$ cat src/rtl/bandwidth_tester_pkg.sv
// Shared types and constants for the BandwidthTester kernel sequencer.
package bandwidth_tester_pkg;

  typedef enum logic [2:0] {
    ST_IDLE,
    ST_LAUNCH,
    ST_WAIT_IO,
    ST_CHECK,
    ST_FINISH
  } state_t;

  localparam logic [1:0] STATUS_OK      = 2'd0;
  localparam logic [1:0] STATUS_TIMEOUT = 2'd1;
  localparam logic [1:0] STATUS_RUNNING = 2'd2;

  localparam int TIMEOUT_LSB = 0;
  localparam int TIMEOUT_MSB = 31;

endpackage

$ cat src/rtl/bandwidth_tester_run_counter.sv
// Run-length cycle counter with clear/enable and a timeout-equality flag.
module bandwidth_tester_run_counter #(
  parameter int CNT_W = 64
) (
  input  logic             ap_clk,
  input  logic             ap_rst_n,
  input  logic             clear,
  input  logic             enable,
  input  logic [31:0]      timeout,
  output logic [CNT_W-1:0] count,
  output logic             timeout_hit
);

  always_ff @(posedge ap_clk) begin
    if (!ap_rst_n) begin
      count <= '0;
    end else if (clear) begin
      count <= '0;
    end else if (enable) begin
      count <= count + CNT_W'(1);
    end
  end

  // A zero timeout disables the check entirely.
  assign timeout_hit = (timeout != 32'd0) && (count == CNT_W'(timeout));

endmodule

$ cat src/rtl/bandwidth_tester_sequencer.sv
// Kernel-level sequencer: relaunches the I/O stages until no tokens move and the core is idle.
//
// state    | meaning
// ---------+--------------------------------------------------------------
// IDLE     | waiting for ap_start, ap_idle high
// LAUNCH   | pulse both stage starts, bump iteration count
// WAIT_IO  | collect both stage done pulses in either order
// CHECK    | finish if nothing moved and the core is idle, else relaunch
// FINISH   | ap_done/ap_ready pulse visible, return to IDLE
module bandwidth_tester_sequencer
  import bandwidth_tester_pkg::*;
#(
  parameter int CNT_W  = 64,
  parameter int ITER_W = 32
) (
  input  logic              ap_clk,
  input  logic              ap_rst_n,
  input  logic              ap_start,
  output logic              ap_done,
  output logic              ap_ready,
  output logic              ap_idle,
  input  logic [31:0]       source_Out_pass_In_requested_size,
  input  logic [31:0]       pass_Out_sink_In_available_size,
  input  logic [63:0]       kernel_command,
  output logic              input_start,
  output logic [31:0]       input_req_size,
  input  logic              input_done,
  input  logic [31:0]       input_count,
  output logic              output_start,
  output logic [31:0]       output_avail_size,
  input  logic              output_done,
  input  logic [31:0]       output_count,
  input  logic              core_idle,
  output logic [CNT_W-1:0]  run_cycles,
  output logic [ITER_W-1:0] run_iters,
  output logic [1:0]        run_status
);

  state_t      state;
  logic [31:0] timeout;
  logic [31:0] in_cap;
  logic [31:0] out_cap;
  logic        in_seen;
  logic        out_seen;
  logic        in_got;
  logic        out_got;
  logic        timeout_hit;
  logic        cnt_clear;
  logic        cnt_enable;
  logic        unused_cmd_hi;

  assign unused_cmd_hi = ^kernel_command[63:32];

  assign cnt_clear  = (state == ST_IDLE) && ap_start;
  assign cnt_enable = (state != ST_IDLE);
  assign in_got     = in_seen | input_done;
  assign out_got    = out_seen | output_done;

  bandwidth_tester_run_counter #(.CNT_W(CNT_W)) u_run_counter (
    .ap_clk      (ap_clk),
    .ap_rst_n    (ap_rst_n),
    .clear       (cnt_clear),
    .enable      (cnt_enable),
    .timeout     (timeout),
    .count       (run_cycles),
    .timeout_hit (timeout_hit)
  );

  always_ff @(posedge ap_clk) begin
    if (!ap_rst_n) begin
      state             <= ST_IDLE;
      ap_done           <= 1'b0;
      ap_ready          <= 1'b0;
      ap_idle           <= 1'b1;
      input_start       <= 1'b0;
      output_start      <= 1'b0;
      input_req_size    <= '0;
      output_avail_size <= '0;
      timeout           <= '0;
      in_cap            <= '0;
      out_cap           <= '0;
      in_seen           <= 1'b0;
      out_seen          <= 1'b0;
      run_iters         <= '0;
      run_status        <= STATUS_OK;
    end else begin
      ap_done      <= 1'b0;
      ap_ready     <= 1'b0;
      input_start  <= 1'b0;
      output_start <= 1'b0;
      // Timeout wins over any stage activity in the same cycle.
      if (timeout_hit && (state != ST_IDLE) && (state != ST_FINISH)) begin
        state      <= ST_FINISH;
        run_status <= STATUS_TIMEOUT;
        ap_done    <= 1'b1;
        ap_ready   <= 1'b1;
      end else begin
        case (state)
          ST_IDLE: begin
            if (ap_start) begin
              input_req_size    <= source_Out_pass_In_requested_size;
              output_avail_size <= pass_Out_sink_In_available_size;
              timeout           <= kernel_command[TIMEOUT_MSB:TIMEOUT_LSB];
              run_iters         <= '0;
              run_status        <= STATUS_RUNNING;
              ap_idle           <= 1'b0;
              state             <= ST_LAUNCH;
            end
          end
          ST_LAUNCH: begin
            input_start  <= 1'b1;
            output_start <= 1'b1;
            in_seen      <= 1'b0;
            out_seen     <= 1'b0;
            if (run_iters != '1) begin
              run_iters <= run_iters + ITER_W'(1);
            end
            state <= ST_WAIT_IO;
          end
          ST_WAIT_IO: begin
            if (input_done) begin
              in_seen <= 1'b1;
              in_cap  <= input_count;
            end
            if (output_done) begin
              out_seen <= 1'b1;
              out_cap  <= output_count;
            end
            if (in_got && out_got) begin
              state <= ST_CHECK;
            end
          end
          ST_CHECK: begin
            if ((in_cap == 32'd0) && (out_cap == 32'd0) && core_idle) begin
              run_status <= STATUS_OK;
              ap_done    <= 1'b1;
              ap_ready   <= 1'b1;
              state      <= ST_FINISH;
            end else begin
              state <= ST_LAUNCH;
            end
          end
          ST_FINISH: begin
            ap_idle <= 1'b1;
            state   <= ST_IDLE;
          end
          default: begin
            ap_idle <= 1'b1;
            state   <= ST_IDLE;
          end
        endcase
      end
    end
  end

endmodule

$ cat config.mk
export PLATFORM = sky130hd
export DESIGN_NAME = bandwidth_tester_sequencer
export DESIGN_NICKNAME = d
export VERILOG_FILES = /design/src/rtl/bandwidth_tester_pkg.sv /design/src/rtl/bandwidth_tester_run_counter.sv /design/src/rtl/bandwidth_tester_sequencer.sv
export SDC_FILE = /design/constraint.sdc
export NUM_CORES = 1
export LEC_CHECK = 0
export CORE_MARGIN = 2
export CORE_UTILIZATION = 40
export DETAILED_ROUTE_END_ITERATION = 16
export GPL_ROUTABILITY_DRIVEN = 1
export PLACE_DENSITY = 0.7
export REMOVE_ABC_BUFFERS = 1
export SLEW_MARGIN = 20
export SYNTH_ARGS = -nofsm -noshare
export SYNTH_HDL_FRONTEND = slang
export SYNTH_HIERARCHICAL = 1
export SYNTH_SLANG_ARGS = --single-unit
$ cat constraint.sdc
create_clock -name ap_clk -period 3.05 [get_ports ap_clk]
set_clock_uncertainty 0.1 [all_clocks]
set_input_delay 0.305 -clock ap_clk [delete_from_list [all_inputs] [get_ports ap_clk]]
set_output_delay 0.305 -clock ap_clk [all_outputs]
set_load 0.1 [all_outputs]
## After elaboration in Yosys (flattened, before gate mapping)

Index checks and enable logic that the tools add are counted.

| word-level totals | value |
|---|---|
| register bits after elaboration | 266 |
| output and inout bits | 167 |

| operators by class | value |
|---|---|
| $add $sub $neg | 2 |
| equality and inequality tests | 15 |
| muxes and demuxes | 22 |
| bitwise gates (word level) | 5 |
| reductions and logical operators | 30 |

Operators by type and width:

| kind | count |
|---|---|
| 64-bit by 1-bit adder with 64-bit output (second input constant) | 1 |
| 64-bit by 32-bit equality test with 1-bit output | 1 |
| 32-bit zero test | 2 |
| 32-bit 2-to-1 mux | 2 |
| 32-bit case mux with 2 select lines | 1 |
| 32-bit by 1-bit adder with 32-bit output (second input constant) | 1 |
| 32-bit inequality test (second input constant) | 1 |
| 32-bit nonzero test | 1 |
| 3-bit AND reduction | 8 |
| 3-bit 2-to-1 mux | 4 |
| 2-bit inequality test (second input constant) | 6 |
| 3-bit case mux with 4 select lines | 1 |
| 3-bit inequality test (second input constant) | 3 |
| 1-bit 2-to-1 mux | 8 |
| 1-bit logical AND | 7 |
| 3-bit by 2-bit equality test with 1-bit output (second input constant) | 2 |
| 1-bit case mux with 2 select lines | 3 |
| 2-bit nonzero test | 3 |
| 3-bit nonzero test | 2 |
| 2-bit 2-to-1 mux | 2 |
| 2-bit case mux with 2 select lines | 1 |
| 2-bit AND reduction | 2 |
| 4-bit AND reduction | 1 |
| 2-bit OR reduction | 2 |
| other kinds (6) | 9 |

## Longest topological paths before layout

| depth | value |
|---|---|
| word-level depth | 6 |
| mapped depth | 12 |

## Modules after synthesis

Netlist, hierarchy kept.

Modules (own cells, without submodules):

| module | times used | cells an instance | area each (um2) | sequential area each (um2) |
|---|---|---|---|---|
| bandwidth_tester_sequencer | 1 | 974 | 8160.3 | 4043.9 |
| bandwidth_tester_run_counter | 1 | 447 | 3671.0 | 1281.2 |

## Least setup slack after synthesis

OpenSTA, ideal clock, no wires.

| path | value |
|---|---|
| path kind | register to register |
| start point | register u_run_counter.count[19] |
| end point | register run_iters[0] |
| arrival time | 2975 ps |
| data required time | 2826 ps |
| path slack | -149 ps |
| cell stages (with the launch flop) | 12 |
| path buffers | 2 |
| clock period less this slack | 3199 ps |
| cells stage by stage | dfxtp_1 -> buf_2 -> xnor2_1 -> nand4_1 -> nor4_1 -> o2111ai_1 -> nor2_1 -> nor2b_1 -> o21ai_0 -> clkbuf_1 -> nor2_1 -> mux2i_1 |

| on the way | value |
|---|---|
| word-level cells in the longest chain between the ends | 6 |

Ends and longest elaborated chain:

| element | line | RTL |
|---|---|---|
| from (decl) | bandwidth_tester_run_counter.sv:10 | `output logic [CNT_W-1:0] count,` |
| from (signal assigned) | bandwidth_tester_run_counter.sv:20 | `count <= count + CNT_W'(1);` |
| 64-bit by 32-bit equality test with 1-bit output | bandwidth_tester_run_counter.sv:25 | `assign timeout_hit = (timeout != 32'd0) && (count == CNT_W'(timeout));` |
| 1-bit logical AND | bandwidth_tester_run_counter.sv:25 |  |
| named net timeout_hit | bandwidth_tester_sequencer.sv:47 | `logic timeout_hit;` |
| 1-bit logical AND (2 in a row) | bandwidth_tester_sequencer.sv:92 | `if (timeout_hit && (state != ST_IDLE) && (state != ST_FINISH)) begin` |
| 1-bit NOT (no source line) | n/a |  |
| 4-bit AND reduction (no source line) | n/a |  |
| to (signal assigned) | bandwidth_tester_sequencer.sv:116 | `run_iters <= run_iters + ITER_W'(1);` |
| to (decl) | bandwidth_tester_sequencer.sv:35 | `output logic [ITER_W-1:0] run_iters,` |

The timed path passes the listed nets, and every way through them passes these cells.
A chain may end at the register's enable or synchronous reset.

## Worst setup path after layout

| path | value |
|---|---|
| start point | register timeout[25] |
| end point | register run_iters[29] |

| on the way | value |
|---|---|
| word-level cells in the longest chain between the ends | 6 |
| elaborated cells between the ends (all ways) | 7 |
| classes of those cells | 1 x eq/ne; 1 x bitwise; 5 x reduce/logical |

Ends and longest elaborated chain:

| element | line | RTL |
|---|---|---|
| from (decl) | bandwidth_tester_sequencer.sv:40 | `logic [31:0] timeout;` |
| from (signal assigned) | bandwidth_tester_sequencer.sv:103 | `timeout <= kernel_command[TIMEOUT_MSB:TIMEOUT_LSB];` |
| 64-bit by 32-bit equality test with 1-bit output / 32-bit nonzero test (equally long branches) | bandwidth_tester_run_counter.sv:25 |  |
| 1-bit logical AND (*) | bandwidth_tester_run_counter.sv:25 |  |
| named net timeout_hit | bandwidth_tester_sequencer.sv:47 |  |
| 1-bit logical AND (*) (2 in a row) | bandwidth_tester_sequencer.sv:92 |  |
| 1-bit NOT (no source line) (*) | n/a |  |
| 4-bit AND reduction (no source line) (*) | n/a |  |

Mark *: on every way through the listed nets, which the timed path passes. The rest lies on a longest branch.

==> impl_metrics.json <==
{
  "dp_hpwl_um": 25900,
  "yosys.area.top_type": "dfxtp_1",
  "crit_chain": "nor4_1, nand4_1, o2111ai_1, nor2_2, nor2b_1, buf_4, o2111ai_4, or2_4, or4_1, a21oi_1",
  "synthCells": 1421,
  "coreArea_sq_mm": 0.0289,
  "endpoint_kind": "flip-flop",
  "drc": 0,
  "endpoint": "run_iters[29]",
  "utilization": 0.571,
  "drt-wirelength-per-cell_um": 16.3,
  "place_congestion": 0.866,
  "rsz0062_at_grt": "no",
  "tritoncts": "built",
  "yosys-top-cells-area": "dfxtp_1, nand2_1, a21boi_0, xor2_1, nand4_1",
  "drt-initial-drc-count": 633,
  "cts_made_buffers": 30,
  "crit_type": "reg2reg",
  "rows": 62,
  "fin_crit_ns": 2.88,
  "startpoint": "timeout[25]",
  "start_kind": "flip-flop",
  "dpl_worst_slack_ns": 0.0629,
  "layoutNonFillerInstCount": 2181,
  "holdCritPathClass": "in2reg",
  "crit_required_ns": 3.43,
  "drtAntennaViolNets": 0,
  "htreeDepth": 1,
  "cts_setup_buffers": 0,
  "post-place-cells": 2122,
  "seq_area_sq_mm": 0.00533,
  "crit_path_max_incr_delay_ns": 0.48,
  "final_layout_size_suffix_gt1_frac": 0.176,
  "final.setup.tns_ns": 0,
  "ys_warn_count": 6,
  "worst_slack_ns": 0.172,
  "path_clk_slew_ns": 0.06,
  "clock-sinks": 266,
  "clock.fmax_ghz": 0.347,
  "synth_seq_cells": 266,
  "vdd_drop_max_uv": 481,
  "powerDensity_mw_per_mm2": 610,
  "start_util": 0.409,
  "worst_pin_slew_ns": 0.838,
  "setup_violations": 0,
  "ys_types": 61,
  "multi_input_area_sq_mm": 0.00610,
  "drt_wl_total_um": 35600,
  "root_buffer": "clkbuf_16",
  "maxCapViolCount": 0,
  "die_w_um": 176,
  "area_growth_pct": 39.6,
  "grt_max_degree": 100,
  "die_h_um": 176,
  "rrSetupSlack_ns": 0.17,
  "crit-reg2reg-launch": "timeout[25]",
  "slew_headroom": 0.441,
  "die-area_sq_mm": 0.0310,
  "synth.top_cells.by_count": "nand2_1, dfxtp_1, a21boi_0",
  "viasPerCell": 5.21,
  "synth-main-ff-cell": "dfxtp_1",
  "crit_fanout": 15,
  "syn_area_sq_mm": 0.0118,
  "ios": 365,
  "insertion_delay_ns": 0.55,
  "via_count": 11400,
  "slew_viol_final": 0,
  "finalHoldViolCount": 0,
  "first_global_vias": 11000,
  "r2r-end": "run_iters[29]",
  "synthArstFlopShare": 0,
  "timing.final.crit_share": 0.944,
  "ys_seq_area_frac": 0.450,
  "status": "finished, final reports clean",
  "clock_path_buffers": 3,
  "power.leakage_uw": 0.00636,
  "synth_edf_count": 0,
  "synth_most_common_cell": "nand2_1",
  "r2r_cells": 10,
  "grt-ovfl-total": 0,
  "firstDrtPassIters": 7,
  "cp.arrival_ns": 3.26,
  "grt_pass1_wl_um": 56200,
  "synth_area_per_cell_sq_um": 8.33,
  "nNetsFinal": 1971,
  "fillers": 2657,
  "yosysTopAreaCellShare": 0.450,
  "placement.io_buffers": 332,
  "grt_usage": 0.222,
  "antenna_found_initial": 5,
  "cp_slowest_cell": "or4_1"
}
-- registers in the layout, summed over array words and instances (netlist names) --
| signal | count |
|---|---|
| out_cap | 32 |
| output_start | 1 |
| run_iters | 32 |
| state | 3 |
| input_req_size | 32 |
| output_avail_size | 32 |
| run_status | 2 |
| ap_ready | 1 |
| u_run_counter/count | 64 |
| ap_idle | 1 |
| timeout | 32 |
| in_seen | 1 |
| out_seen | 1 |
| in_cap | 32 |
-- critical path, delay by kind of cell, from the launching register on --
| family | cells | cell delay, ns |
|---|---|---|
| and+or+nand+nor | 6 | 1.67 |
| DFF | 1 | 0.34 |
| buffers and inverters | 1 | 0.16 |
| AOI/OAI and AO/OA | 3 | 0.52 |
-- stage by stage --
| step | power (uW) | area, sq um | hold slack, ns |
|---|---|---|---|
| floorplan | 5540 | 11400 | 0.281 |
| global placement | 6320 | 15400 | 0.343 |
| detailed placement | 6350 | 15400 | 0.350 |
| CTS | 10200 | 16500 | 0.179 |
| global route | 10500 | 16500 | 0.191 |
| finish | 10100 | 16500 | 0.203 |
-- layout make-up --
type / instances / area share
multi-input cells: 1057 / 0.370
clock buffers: 45 / 0.0562
well taps: 384 / 0.0291
inverters: 11 / 0.00250
flip-flops and latches: 266 / 0.322
repair buffers: 405 / 0.212
diodes: 5 / 0.000758
clock inverters: 8 / 0.00735
-- power by group --
part / internal, uW / leakage, uW / switching [uW]
sequential: 3720 / 0.00216 / 157
combinational: 731 / 0.00368 / 1670
clock: 2340 / 0.000517 / 1460
-- what timing repair did --
action                     in CTS  in global routing
setup endpoints to repair       0                 88
hold endpoints to repair        2                  0
hold buffers                    1                  0
gates resized for setup         0                  3
-- layout by cell type, fill, tap and decap left out, drive strengths merged, types with 5 or more instances in the layout --
master / n
and2: 9
buf: 240
or3: 31
nand2b: 7
diode: 5
inv: 12
nor2b: 5
and4: 10
o21ai: 27
clkbuf: 45
nor2: 61
or4: 25
nor3: 20
and3: 10
nand3: 29
a21oi: 50
clkdlybuf4s50: 164
nand4: 58
xor2: 45
dfxtp: 266
mux2i: 7
o31ai: 23
a31oi: 5
nor4: 47
a21boi: 162
nand2: 370
xnor2: 22
-- cell families (layout without fill, tap and decap cells) --
kind of cell / after synthesis / after routing / synth area share
adder cells (fa/ha/maj): 2 / 2 / 0.00211
XOR/XNOR: 67 / 67 / 0.0496
flip-flops: 266 / 266 / 0.450
other: 0 / 5 / 0
AO/OA/AOI/OAI: 290 / 290 / 0.171
AND/OR/NAND/NOR: 691 / 691 / 0.285
buffers and inverters: 98 / 469 / 0.0362
multiplexers: 7 / 7 / 0.00592
-- per-layer routing --
metal / vias up / track usage / part of all wire
li1: 5694 / - / -
met4: 2 / 0.0699 / 0.029
met1: 5246 / 0.272 / 0.42
met5: - / 0 / 0.00031
met2: 345 / 0.377 / 0.47
met3: 68 / 0.0644 / 0.078
-- how the worst min path moves through the flow --
| stage | end | from | slack [ns] | depth (start not counted) |
|---|---|---|---|---|
| CTS | in_cap[5] | input_count[5] | 0.18 | 3 |
| global placement | in_cap[22] | in_cap[22] | 0.34 | 2 |
| global route | in_cap[21] | input_count[21] | 0.19 | 3 |
| detailed placement | in_cap[4] | in_cap[4] | 0.35 | 2 |
| floorplan | ap_idle | ap_rst_n | 0.28 | 1 |
| finish | in_cap[5] | input_count[5] | 0.20 | 3 |
Note: power is estimated with default switching activity, not from simulation.
